### src/rtl/du_reg_dump.sv
// Debug-unit register dump: sweeps the register file debug port and streams each
// 32-bit register out big-endian, one byte at a time, over a valid/ready handshake.
module du_reg_dump #(
    parameter int NUM_REGS = 32
) (
    input  logic        i_clk,
    input  logic        i_reset,
    input  logic        i_start,
    output logic [4:0]  o_du_reg_addr,
    input  logic [31:0] i_du_reg_data,
    output logic [7:0]  o_tx_data,
    output logic        o_tx_valid,
    input  logic        i_tx_ready,
    output logic        o_busy,
    output logic        o_done
);

    typedef enum logic [1:0] {
        S_IDLE = 2'd0,
        S_WAIT = 2'd1,
        S_SEND = 2'd2,
        S_DONE = 2'd3
    } state_t;

    localparam logic [4:0] LAST_IDX = 5'(NUM_REGS - 1);

    state_t      state_q, state_d;
    logic [4:0]  idx_q, idx_d;
    logic [1:0]  byte_q, byte_d;
    logic [31:0] shift_q, shift_d;
    logic [7:0]  tx_data_q, tx_data_d;
    logic        tx_valid_q, tx_valid_d;
    logic        busy_q, busy_d;
    logic        done_q, done_d;
    logic        xfer_s;

    // Next-state, datapath and registered-output computation
    always_comb begin
        state_d = state_q;
        idx_d   = idx_q;
        byte_d  = byte_q;
        shift_d = shift_q;
        xfer_s  = tx_valid_q & i_tx_ready;

        case (state_q)
            S_IDLE: begin
                if (i_start) begin
                    state_d = S_WAIT;
                    idx_d   = 5'd0;
                    byte_d  = 2'd0;
                end else begin
                    state_d = S_IDLE;
                end
            end
            S_WAIT: begin
                shift_d = i_du_reg_data;
                state_d = S_SEND;
            end
            S_SEND: begin
                if (xfer_s) begin
                    if (byte_q != 2'd3) begin
                        shift_d = {shift_q[23:0], 8'h00};
                        byte_d  = byte_q + 2'd1;
                    end else if (idx_q < LAST_IDX) begin
                        idx_d   = idx_q + 5'd1;
                        byte_d  = 2'd0;
                        state_d = S_WAIT;
                    end else begin
                        state_d = S_DONE;
                    end
                end else begin
                    state_d = S_SEND;
                end
            end
            S_DONE: begin
                state_d = S_IDLE;
            end
            default: begin
                state_d = S_IDLE;
            end
        endcase

        // Outputs are derived from the next state so they are valid straight from flops
        tx_valid_d = (state_d == S_SEND);
        tx_data_d  = tx_valid_d ? shift_d[31:24] : 8'h00;
        busy_d     = (state_d != S_IDLE);
        done_d     = (state_d == S_DONE);
    end

    // State and output registers with asynchronous active-low reset
    always_ff @(posedge i_clk or negedge i_reset) begin
        if (!i_reset) begin
            state_q    <= S_IDLE;
            idx_q      <= 5'd0;
            byte_q     <= 2'd0;
            shift_q    <= 32'd0;
            tx_data_q  <= 8'h00;
            tx_valid_q <= 1'b0;
            busy_q     <= 1'b0;
            done_q     <= 1'b0;
        end else begin
            state_q    <= state_d;
            idx_q      <= idx_d;
            byte_q     <= byte_d;
            shift_q    <= shift_d;
            tx_data_q  <= tx_data_d;
            tx_valid_q <= tx_valid_d;
            busy_q     <= busy_d;
            done_q     <= done_d;
        end
    end

    assign o_du_reg_addr = idx_q;
    assign o_tx_data     = tx_data_q;
    assign o_tx_valid    = tx_valid_q;
    assign o_busy        = busy_q;
    assign o_done        = done_q;

endmodule

### config.mk
export PLATFORM = sky130hd
export DESIGN_NAME = du_reg_dump
export DESIGN_NICKNAME = d
export VERILOG_FILES = /design/src/rtl/du_reg_dump.sv
export SDC_FILE = /design/constraint.sdc
export NUM_CORES = 1
export LEC_CHECK = 0
export ABC_AREA = 1
export CAP_MARGIN = 20
export CORE_MARGIN = 3
export CORE_UTILIZATION = 35
export DETAILED_ROUTE_END_ITERATION = 10
export HOLD_SLACK_MARGIN = 0.12
export PLACE_DENSITY = 0.7
export SLEW_MARGIN = 20
export SYNTH_ARGS = -nofsm -noshare
export SYNTH_HDL_FRONTEND = slang
export SYNTH_SLANG_ARGS = --single-unit
### constraint.sdc
create_clock -name i_clk -period 3.5 [get_ports i_clk]
set_input_delay 0.35 -clock i_clk [delete_from_list [all_inputs] [get_ports i_clk]]
set_output_delay 0.35 -clock i_clk [all_outputs]
set_load 0.01 [all_outputs]
# Word-level counts from Yosys, hierarchy flattened
# Cells that the tools add are included.
# word_totals
register_bits	52
inputBits	36
out_inout_bits	16
word_cells	51
# classes
n_addsub	2
order_cmp	1
n_eq_ne	12
muxes	19
bitwise_logic	1
n_reduce_logical	7
# ops
cell	count
two-way mux 32 bit	2
case mux 32 bit (2 select lines)	1
two-way mux 5 bit	4
two-way mux 2 bit	7
inequality test 2 bit, second input constant	6
case mux 5 bit (2 select lines)	1
equality test 2 bit, second input constant	4
two-way mux 8 bit	1
case mux 2 bit (4 select lines)	1
nonzero test 2 bit	3
adder 5 x 1 -> 5 bit, second input constant	1
less-than comparator 5 bit, second input constant	1
AND reduction 5 bit	1
case mux 2 bit (2 select lines)	1
AND reduction 4 bit	1
inequality test 3 bit, second input constant	1
AND reduction 3 bit	1
adder 2 x 1 -> 2 bit, second input constant	1
equality test 2 x 1 -> 1 bit, second input constant	1
logical NOT 2 bit	1
bitwise AND 1 bit	1
two-way mux 1 bit	1

# Depth between registers and ports, before layout
# Gate-level depths: netlist of the first run.
# depth
word_depth	7
depth_mapped	11
depth_no_buf	10

# Worst setup path after synthesis of the first run
# OpenSTA, ideal clock, no wires.
# synth_path
kind	register to register
startpoint	reg state_q[0]
endpoint	reg tx_data_q[0] (netlist: o_tx_data[0])
arrival_ns	1.476
required_time_ns	3.425
path_slack_ns	1.949
stages_incl_launch_ff	11
period_less_slack_ns	1.551
path_cell_list	dfrtp_1 > inv_1 > ha_1 > inv_2 > nor2_2 > nand2_2 > nand2_1 > nand3_1 > nand2_1 > inv_1 > nor2_1
# synth_between
elab_cells_between_ends	10
# synth_lines
item	line_no	rtl
start, declared	27	state_t state_q, state_d;
start signal, assigned	102	state_q <= state_d;
equality test 2 bit / equality test 2 x 1 -> 1 bit (equally long branches)	45	case (state_q)
case mux 32 bit (2 select lines) *	45	
via shift_d[24]	30	logic [31:0] shift_q, shift_d;
two-way mux 8 bit *	85	tx_data_d = tx_valid_d ? shift_d[31:24] : 8'h00;
via tx_data_d[0]	31	logic [7:0] tx_data_q, tx_data_d;
end signal, assigned	106	tx_data_q <= tx_data_d;
end, declared	31	
# The timed path passes the listed nets; every way through them passes the cells marked *.
# A chain may end at the register's enable or synchronous reset.

# Final worst setup path of the first run
# layout_path
startpoint	reg state_q[1]
endpoint	reg tx_data_q[3] (netlist: o_tx_data[3])
# Same word-level chain as after synthesis.

==> reports/results.tsv, run 1 <==
metric	value	unit
outcome	finished clean	
end_kind	register	
fin_hold_ws	485	ps
hold_violations	0	
syn_nets	380	
rows	30	
ys_seq_area_frac	0.505	
pwr_density_cell	773	nW/µm²
hp-class	register to register	
critical-path-max-stage-delay	570	ps
syn_area	2580	µm²
final_common_cell	nand2_1	
path_max_fanout	18	
cts_sinks	52	
arrival	2360	ps
drcViolationCount	0	
tns	0	ps
ant_nets	0	
dp_hpwl	4.09	mm
crit_chain	inv_1, ha_1, nand2_1, inv_1, nand2_1, nand2_1, inv_1, nor2_1	
rsz0062_at_grt	false	
synth.distinct_cells	21	
vias	2207	
ctsRootBufferMaster	clkbuf_8	
drt-met1-wl	2.53	mm
most-common-layout-cells	nand2_1, dfrtp_1, clkdlybuf4s50_1	
period_needed	2130	ps
start_util	0.369	
postCtsHoldBufs	1	
dr_wl_met3	352	µm
total_power	2.58	mW
cts_buffers	5	
start_kind	register	
first_global_vias	2129	
fin_util	0.478	
areaGrowthSynthToFinish	29.5	%
viasPerCell	4.51	
diodes	0	
top_layer	met4	
avgSynthCellArea	7.60	µm²
clock_skew	9.10	ps
leakagePower	1.72	nW
ioPinCount	52	
critPathRequiredTime	3730	ps
antenna_found_initial	0	
nNetsFinal	433	
slew_headroom	0.511	
fillers	682	
core	6980	µm²
grt_pass1_wl	9.49	mm
vdd_drop_max	0.241	mV
tritoncts	done	
cts_resized	0	
drtIter0Drc	139	
setup_viol	0	
dr.pass1.iters	4	
fp.dieW	91.8	µm
cts_buffer_depth	2	
crit_type	register to register	
fin_crit_sh	0.609	
slowest_stage	ha_1	
path_buf_inv	3	
dr_wl_met2	2.53	mm
dieArea	8430	µm²
place_congestion	0.807	
numPortBuffers	51	
wire_per_inst	11.1	µm
overflow	0	
tightest_slew	733	ps
drv_slew	0	
yosysWarningCount	0	
cap_viol_max_count	0	
max_freq	0.469	GHz
drive_above_1_share	0.0611	
cp_top_family	buffers and inverters	
synthCells	339	
cts_setup_buffers	0	
grt_usage	0.138	
die_h	91.8	µm
grt_max_degree	34	
synth-seq-cells	52	
htreeDepth	2	
clk_pin_slew	100	ps
insertion_delay	300	ps
wl	5.44	mm
## path summary, 6_finish.rpt
kind                       cells after the start   startpoint                to  slack [ps]
min reg2reg                                    2  shift_q[22]       shift_q[22]         490
max in group asynchronous                      3      i_reset      o_tx_data[6]        2130
max                                            8   state_q[1]      o_tx_data[3]        1370
min                                            2  shift_q[22]       shift_q[22]         490
min in group asynchronous                      2      i_reset  o_du_reg_addr[4]         630
max reg2reg                                    8   state_q[1]      o_tx_data[3]        1370
## worst reg2reg max path, cell delays in order (launching register included)
cell     delay [ps]
dfrtp_1         430
inv_1           100
ha_1            570
nand2_1         110
inv_1           450
nand2_1         150
nand2_1         120
inv_1            40
nor2_1           90
## synth_stat cells, drive strengths merged
| cell | n | area, µm² |
|---|---|---|
| buf | 6 | 38.8 |
| o21ai | 19 | 95.1 |
| inv | 53 | 204 |
| or2 | 2 | 12.5 |
| xor2 | 2 | 17.5 |
| o21bai | 1 | 7.51 |
| nand2 | 141 | 544 |
| clkbuf | 1 | 3.75 |
| nor2 | 23 | 121 |
| clkinv | 1 | 3.75 |
| ha | 5 | 62.6 |
| nand3 | 33 | 165 |
| dfrtp | 52 | 1300 |
## sequential cells by signal, indices dropped and copies added, names as in the netlist
register and flops:
o_tx_valid 1, state_q 2, byte_q 2, o_tx_data 8
o_busy 1, o_done 1, o_du_reg_addr 5, shift_q 32
## through the flow
stage / worst slack, ps / std cells / area [µm²]
final: 1370 / 489 / 3340
after global routing: 1130 / 489 / 3340
after CTS: 1380 / 489 / 3340
after detailed placement: 1400 / 480 / 3170
after global placement: 1490 / 480 / 3170
after floorplan: 1950 / 339 / 2580
## cell families after synthesis
family,after synthesis,share of synthesized area
buf+inv,61,0.0971
compound gates,20,0.0398
flops,52,0.505
fa+ha+maj,5,0.0243
xor+xnor,2,0.00680
simple gates,199,0.327
## routing by layer
metal | track usage | vias up
met5 | 0 | -
met4 | 0.0421 | 0
met3 | 0.0328 | 2
met2 | 0.229 | 59
met1 | 0.177 | 1023
li1 | - | 1123
## area by class of cell
cell class	instances	area, µm²	share of cell area
sequential	52	1300	0.390
multi-input combinational	226	1030	0.307
timing repair buffer	53	523	0.157
inverter	54	208	0.0622
tap	96	120	0.0360
clock inverter	3	90.1	0.0270
clock buffer	5	68.8	0.0206
## report_power, final
part           switching (mW)  internal [mW]
combinational           0.698          0.401
clock                   0.198          0.357
sequential              0.106          0.818
No activity file was read; power rests on OpenSTA's default activity.
==> run 2, diff against run 1 <==
- PLACE_DENSITY: 0.7 -> 0.72
- clock period: 3.5 -> 1.92 ns (I/O delays scaled with it)
==> run 2 against run 1 <==
Sequential power is 82% higher; register-to-register slack worse by 1200 ps; combinational power is 89% higher; power is 71% higher; first-iteration DRC count is 32% lower; sequential share of layout area is 0.29 points higher; fmax is 24% higher; final area is 0.75% lower; cell count is 0.82% higher; global-route usage is 0.26 points higher; non-clock buffer count is 4 higher; die area stayed put; largest cell class unchanged; largest power group unchanged; highest routed layer unchanged.
==> reports/results.tsv, run 2 (synthesis results as in run 1) <==
metric	value	unit
fin_crit_sh	0.895	
fillers	701	
cts_sinks	52	
seqCellArea	1300	µm²
drv_slew	0	
final_common_cell	nand2_1	
start_kind	register	
grt_max_degree	53	
viasPerCell	4.48	
p_int	2.57	mW
outcome	finished clean	
ioPinCount	52	
power_frac_comb	0.473	
nNetsFinal	437	
critical-path-max-stage-delay	420	ps
numPortBuffers	51	
wl	5.40	mm
drive_above_1_share	0.0705	
drcViolationCount	0	
hp-class	input port to register	
slew_headroom	0.565	
first_global_vias	2190	
antenna_found_initial	0	
cpMostUsedCell	nand2_1	
largest_reg_flops	32	
tightest_slew	653	ps
place_congestion	0.822	
areaGrowthSynthToFinish	28.5	%
clk_pin_slew	90	ps
vias	2208	
die_h	91.8	µm
tritoncts	done	
rows	30	
crit_type	register to register	
period_needed	1720	ps
ant_nets	0	
rsz0062_at_grt	false	
dp_hpwl	3.98	mm
fp.dieW	91.8	µm
grt_usage	0.140	
path_max_fanout	17	
ctsRootBufferMaster	clkbuf_8	
power_switching	1.84	mW
clockPowerShare	0.147	
crit_chain	inv_1, ha_1, buf_4, inv_2, nand2_1, nand2_4, inv_4, nor2_8, nand2_1, nand2_1	
wire_per_inst	10.9	µm
setup_viol	0	
vdd_drop_max	0.571	mV
cap_viol_max_count	0	
dieArea	8430	µm²
max_freq	0.582	GHz
cts_buffers	5	
cts_setup_buffers	0	
clock_skew	4.72	ps
diodes	0	
finalWorstSetupSlack	201	ps
dr.pass1.iters	4	
most-common-layout-cells	nand2_1, dfrtp_1, clkdlybuf4s50_1	
insertion_delay	300	ps
fin_hold_ws	447	ps
largest_register	shift_q	
overflow	0	
multi_input_area	1040	µm²
drtIter0Drc	95	
end_kind	register	
cts_buffer_depth	2	
htreeDepth	2	
total_power	4.41	mW
critPathRequiredTime	2160	ps
netSwitchingFraction	0.418	
start_util	0.369	
place_area	3200	µm²
leakagePower	1.71	nW
arrival	1960	ps
core	6980	µm²
pwr_density_cell	1330	nW/µm²
hold_violations	0	
slowest_stage	dfrtp_1	
grt_pass1_wl	9.63	mm
place_ws	123	ps
tns	0	ps
fin_area	3310	µm²
seqPwrFrac	0.381	
==> run 2: cell types whose count changed in the layout (fill, tap and decap cells not counted), sizes merged <==
cell      before  now
clkbuf         5    7
bufinv         3    0
buf            2    6
clkinvlp       0    1
==> run 2: power groups by stage <==
stage	combinational [mW]	sequential, mW	clock (mW)
after floorplan	1.37	1.72	0
after global placement	2.02	1.69	0
after detailed placement	2.06	1.70	0
after CTS	2.07	1.68	0.658
after global routing	2.39	1.73	0.701
final	2.08	1.68	0.646
==> run 2: worst max-delay path, delay by kind of cell (launching register included) <==
family	cells	cell delay (ps)
and+or+nand+nor	5	560
buffers and inverters	4	450
DFF	1	420
adders and majority gates	1	240
==> run 2: metal layers <==
layer,vias up,global-route usage,wire [µm]
li1,1135,-,-
met3,5,0.0304,278
met2,56,0.233,2520
met5,-,0,0
met4,0,0.0594,84
met1,1012,0.176,2510
==> run 2: cell type report <==
cell class / count / area share
repair buffers: 57 / 0.167
well taps: 96 / 0.0363
flip-flops and latches: 52 / 0.393
clock inverters: 1 / 0.00227
multi-input cells: 226 / 0.313
inverters: 54 / 0.0627
clock buffers: 7 / 0.0261
==> run 2: through the flow <==
| stage | utilization | instances |
|---|---|---|
| after floorplan | - | 339 |
| after global placement | 0.458 | 484 |
| after detailed placement | 0.458 | 484 |
| after CTS | 0.473 | 493 |
| after global routing | 0.474 | 493 |
| final | 0.474 | 493 |
==> run 2: path summary, 6_finish.rpt <==
check                                   end  slack, ps  cells after the start              start
setup / recovery                shift_q[12]        200                     10         state_q[0]
hold / removal                  shift_q[25]        450                      3  i_du_reg_data[25]
setup reg to reg                shift_q[12]        200                     10         state_q[0]
hold reg to reg                 shift_q[19]        490                      2        shift_q[19]
max in group asynchronous       shift_q[15]        960                      3            i_reset
min in group asynchronous  o_du_reg_addr[2]        510                      3            i_reset
==> run 2: repair_timing <==
| item | CTS | global route |
|---|---|---|
| hold endpoints to repair | 52 | 0 |
| gates resized for setup | 0 | 2 |
| hold buffers | 1 | 0 |
| setup endpoints to repair | 0 | 9 |
